==> src/rtl/uart_tx.sv <==
// uart_tx -- UART transmitter, 16x oversampled bit timing.
//
// Sends one frame per accepted start: a low start bit, N_BITS data bits LSB
// first, then a high stop period of SB_TICK oversampling ticks. One tick is
// BAUD_DIV clk cycles, so one bit lasts 16 * BAUD_DIV cycles.
//
// Ports:
//   clk          system clock, all state changes on its rising edge
//   rst          asynchronous, active-high reset
//   i_tx_data    byte to send, sampled only on the accepting edge
//   is_tx_start  start request
//   o_tx         serial line, idle high
//   os_tx_done   one-cycle strobe in the first IDLE cycle after a frame
//   o_tx_busy    high from the accepting edge until the return to IDLE
//
// Handshake: is_tx_start acts as 'valid' and !o_tx_busy as 'ready'. A start
// seen at a rising edge while the FSM is in IDLE is accepted at that edge;
// starts seen in any other state are dropped without side effects. The
// done cycle is already IDLE, so a start there chains frames with no gap.

module uart_tx #(
  parameter int N_BITS   = 8,
  parameter int BAUD_DIV = 163,
  parameter int SB_TICK  = 16
) (
  input  logic              clk,
  input  logic              rst,
  input  logic [N_BITS-1:0] i_tx_data,
  input  logic              is_tx_start,
  output logic              o_tx,
  output logic              os_tx_done,
  output logic              o_tx_busy
);

  localparam int BW    = (BAUD_DIV > 1) ? $clog2(BAUD_DIV) : 1;
  localparam int S_MAX = (SB_TICK > 16) ? SB_TICK : 16;
  localparam int SW    = $clog2(S_MAX);
  localparam int NW    = (N_BITS > 1) ? $clog2(N_BITS) : 1;

  localparam logic [BW-1:0] BAUD_LAST = BW'(BAUD_DIV - 1);
  localparam logic [SW-1:0] BIT_LAST  = SW'(15);
  localparam logic [SW-1:0] STOP_LAST = SW'(SB_TICK - 1);
  localparam logic [NW-1:0] N_LAST    = NW'(N_BITS - 1);

  localparam logic [1:0] ST_IDLE  = 2'd0;
  localparam logic [1:0] ST_START = 2'd1;
  localparam logic [1:0] ST_DATA  = 2'd2;
  localparam logic [1:0] ST_STOP  = 2'd3;

  logic [1:0]        state_q, state_d;
  logic [BW-1:0]     baud_q, baud_d;
  logic [SW-1:0]     s_q, s_d;
  logic [NW-1:0]     n_q, n_d;
  logic [N_BITS-1:0] shift_q, shift_d;
  logic              tx_q, tx_d;
  logic              done_q, done_d;
  logic              busy_q, busy_d;
  logic              tick;

  always_comb begin
    state_d = state_q;
    s_d     = s_q;
    n_d     = n_q;
    shift_d = shift_q;
    tx_d    = tx_q;
    busy_d  = busy_q;
    done_d  = 1'b0;

    tick   = (baud_q == BAUD_LAST);
    baud_d = tick ? '0 : baud_q + 1'b1;

    case (state_q)
      ST_IDLE: begin
        tx_d   = 1'b1;
        busy_d = 1'b0;
        if (is_tx_start) begin
          state_d = ST_START;
          shift_d = i_tx_data;
          tx_d    = 1'b0;
          busy_d  = 1'b1;
          // Restarting the divider here makes the start bit exactly 16
          // ticks long no matter where the free-running count was.
          baud_d  = '0;
          s_d     = '0;
          n_d     = '0;
        end
      end

      ST_START: begin
        if (tick) begin
          if (s_q == BIT_LAST) begin
            state_d = ST_DATA;
            s_d     = '0;
            n_d     = '0;
            tx_d    = shift_q[0];
          end else begin
            s_d = s_q + 1'b1;
          end
        end
      end

      ST_DATA: begin
        if (tick) begin
          if (s_q == BIT_LAST) begin
            s_d = '0;
            if (n_q == N_LAST) begin
              state_d = ST_STOP;
              tx_d    = 1'b1;
            end else begin
              shift_d = shift_q >> 1;
              n_d     = n_q + 1'b1;
              tx_d    = shift_d[0];
            end
          end else begin
            s_d = s_q + 1'b1;
          end
        end
      end

      ST_STOP: begin
        if (tick) begin
          if (s_q == STOP_LAST) begin
            state_d = ST_IDLE;
            s_d     = '0;
            busy_d  = 1'b0;
            done_d  = 1'b1;
            tx_d    = 1'b1;
          end else begin
            s_d = s_q + 1'b1;
          end
        end
      end

      default: begin
        state_d = ST_IDLE;
        tx_d    = 1'b1;
        busy_d  = 1'b0;
      end
    endcase
  end

  always_ff @(posedge clk or posedge rst) begin
    if (rst) begin
      state_q <= ST_IDLE;
      baud_q  <= '0;
      s_q     <= '0;
      n_q     <= '0;
      shift_q <= '0;
      tx_q    <= 1'b1;
      done_q  <= 1'b0;
      busy_q  <= 1'b0;
    end else begin
      state_q <= state_d;
      baud_q  <= baud_d;
      s_q     <= s_d;
      n_q     <= n_d;
      shift_q <= shift_d;
      tx_q    <= tx_d;
      done_q  <= done_d;
      busy_q  <= busy_d;
    end
  end

  assign o_tx       = tx_q;
  assign os_tx_done = done_q;
  assign o_tx_busy  = busy_q;

endmodule

==> config.mk <==
export PLATFORM = sky130hd
export DESIGN_NAME = uart_tx
export DESIGN_NICKNAME = d
export VERILOG_FILES = /design/src/rtl/uart_tx.sv
export SDC_FILE = /design/constraint.sdc
export NUM_CORES = 1
export LEC_CHECK = 0
export CAP_MARGIN = 20
export CORE_MARGIN = 8
export CORE_UTILIZATION = 45
export DETAILED_ROUTE_END_ITERATION = 7
export DONT_BUFFER_PORTS = 1
export SYNTH_ARGS = -nofsm -noshare
export SYNTH_HDL_FRONTEND = slang
export SYNTH_SLANG_ARGS = --single-unit
==> constraint.sdc <==
create_clock -name clk -period 5.32 [get_ports clk]
set_input_delay 1.064 -clock clk [delete_from_list [all_inputs] [get_ports clk]]
set_output_delay 1.064 -clock clk [all_outputs]
set_load 0.02 [all_outputs]
==> reports/results.ini <==
[logic_synthesis]
synth_nets = 164
synthTopCellsByArea = dfrtp_1, mux2_2, ha_1, nor2_1, mux2i_1
yosys.area.top_type_share = 0.436
synth_largest_area_cell = dfrtp_1
netlist_area_um2 = 1550
synth_seq_area_share = 0.453
synth_seq_cells = 28
ys_types = 33
postSynthCellCount = 142
synth_warnings = 0
avgSynthCellArea_um2 = 10.9

[clock_network]
cts_setup_buffers = 0
cts-buffers-inserted = 3
clk_latency_ns = 0.33
cts_sinks = 28
clockBufferDepth = 2
cts_tree = yes
ctsResizeCount = 0
postCtsHoldBufs = 0
htreeDepth = 1
root_buffer = clkbuf_4
clkTransAtPathRegs_ns = 0.15

[final_layout]
antennaDiodeCount = 0
syn2layout_area_growth_pct = 7.03
post-route-util = 0.501
finalInstanceArea_um2 = 1660
final_common_cell = dfrtp_1
layout_common_cells = dfrtp_1, mux2_2, nor2_1
drive_gt1_frac = 0.222
finalNonFillerCells = 190
final_nets = 167

[grt]
gr-usage-met3 = 0.0360
grt_max_degree = 29
grt_pass1_vias = 1057
antenna_found_initial = 0
met2_usage = 0.184
grt.total_usage = 0.115
groute.layer.met1.usage = 0.138
grt.busiest_layer = met2
gr-total-overflow = 0
grt_pass1_wl_um = 4950

[detailed_routing]
antenna_left = 0
dr.first_iter.drc_count = 47
wl_per_cell_um = 14.6
vias = 1007
dr.pass1.iters = 4
wl_um = 2770
remaining_drc_errors = 0
vias_per_cell = 5.30

[setup_path]
worstSetupPathType = reg2reg
setup.worst_path.start_class = flip-flop
path_max_fanout = 17
worstPathArrival_ns = 2.41
r2r_start = state_q[0]
worstPathRequired_ns = 5.55
worstSetupEndpointType = flip-flop
crit_path_start = state_q[0]

[sta]
setup_viol = 0
period_needed_ns = 2.18
hold_ws_ns = 0.522
worst_pin_slew_ns = 0.695
slew_viol_final = 0
slew_headroom = 0.537
fin_ws_ns = 3.14
fin_skew_ns = 0.00409
fmax_ghz = 0.460
period_share = 0.409
rsz0062_at_grt = no
finalHoldViolCount = 0
setup_tns_ns = 0

[place]
dp_hpwl_um = 2060
io_buffers = 0
placed_cell_area_um2 = 1590
finalWeightedCongestion = 0.740
place_ws_ns = 3.14
dp_cells = 185

[die]
dieArea_um2 = 5580
chipWidth_um = 74.7
core.rowCount = 21
core_area_um2 = 3310
pin_count = 14
fp.dieH_um = 74.7
initial_utilization = 0.468

[power]
netSwitchingFraction = 0.209
leakagePower_nw = 0.753
fin_total_pwr_mw = 0.327
worst_ir_drop_vdd_mv = 0.102
netSwitchingPower_mw = 0.0683
combPwrFrac = 0.028
p_per_area_nw_per_um2 = 197
internal_power_mw = 0.259
clockPowerShare = 0.321
seqPwrFrac = 0.650

[hold_path]
worstHoldStart = shift_q[3]
hold_class = reg2reg

[flow_run]
maxCapViolCount = 0

[run_status]
status = completed

-- layout make-up --
class                           count  area [µm²]
Multi-Input combinational cell    100         793
Fill cell                         315        1650
Tap cell                           46        57.6
Inverter                           11        41.3
Timing Repair Buffer                1        27.5
Clock buffer                        4        36.3
Sequential cell                    28         702
-- worst max-delay path, cell delays in order (launching register included) --
cell and delay (ns):
dfrtp_1 0.43, inv_1 0.13, ha_1 0.62, nand3b_1 0.22
o22ai_4 0.30, mux2_2 0.38
-- sequential cells by signal, summed over array words and instances, names as in the netlist --
signal,count
shift_q,8
s_q,4
o_tx_busy,1
state_q,2
o_tx,1
n_q,3
baud_q,8
os_tx_done,1
-- cells by family after synthesis --
group	Yosys count	share of synthesized area
AND/OR/NAND/NOR	44	0.150
buffers and inverters	14	0.0347
multiplexers	22	0.156
AO/OA/AOI/OAI	17	0.0832
XOR/XNOR	6	0.0339
flip-flops	28	0.453
adder cells (fa/ha/maj)	11	0.0889
-- cell usage after synthesis --
cell type / number
a21oi_1: 2
a21oi_2: 2
a22oi_1: 1
a31o_2: 1
a31oi_1: 1
a32o_1: 1
and3_1: 3
and4bb_2: 1
buf_2: 1
clkbuf_1: 2
dfrtp_1: 27
dfstp_2: 1
ha_1: 11
inv_1: 11
mux2_2: 17
mux2i_1: 5
nand2_1: 7
nand2b_1: 1
nand3_1: 9
nand3b_1: 1
nand4_1: 1
nand4_4: 1
nor2_1: 14
nor2b_1: 1
nor3_1: 1
o2111a_1: 1
o21ai_0: 6
o21bai_1: 1
o22ai_4: 1
or2_2: 3
or3_1: 1
xnor2_1: 1
xor2_1: 5
-- worst paths after layout --
check / end / slack [ns] / cells past startpoint
setup / recovery: shift_q[1] / 3.14 / 5
hold / removal: shift_q[3] / 0.52 / 1
setup reg to reg: shift_q[1] / 3.14 / 5
hold reg to reg: shift_q[3] / 0.52 / 1
max in group asynchronous: o_tx / 4.13 / 2
min in group asynchronous: shift_q[1] / 0.65 / 1
-- routing by layer --
layer	routed length (µm)	up-vias
met5	0	-
met4	47	0
met3	153	4
met2	1310	11
met1	1260	498
li1	-	494
-- power by group through the flow --
stage	clock (mW)	combinational [mW]	sequential (mW)
finish	0.105	0.00932	0.213
global placement	0	0.00698	0.217
floorplan	0	0.00561	0.217
detailed placement	0	0.00731	0.217
CTS	0.112	0.00731	0.213
global route	0.119	0.0105	0.213
Note: power is estimated with default switching activity, not from simulation.
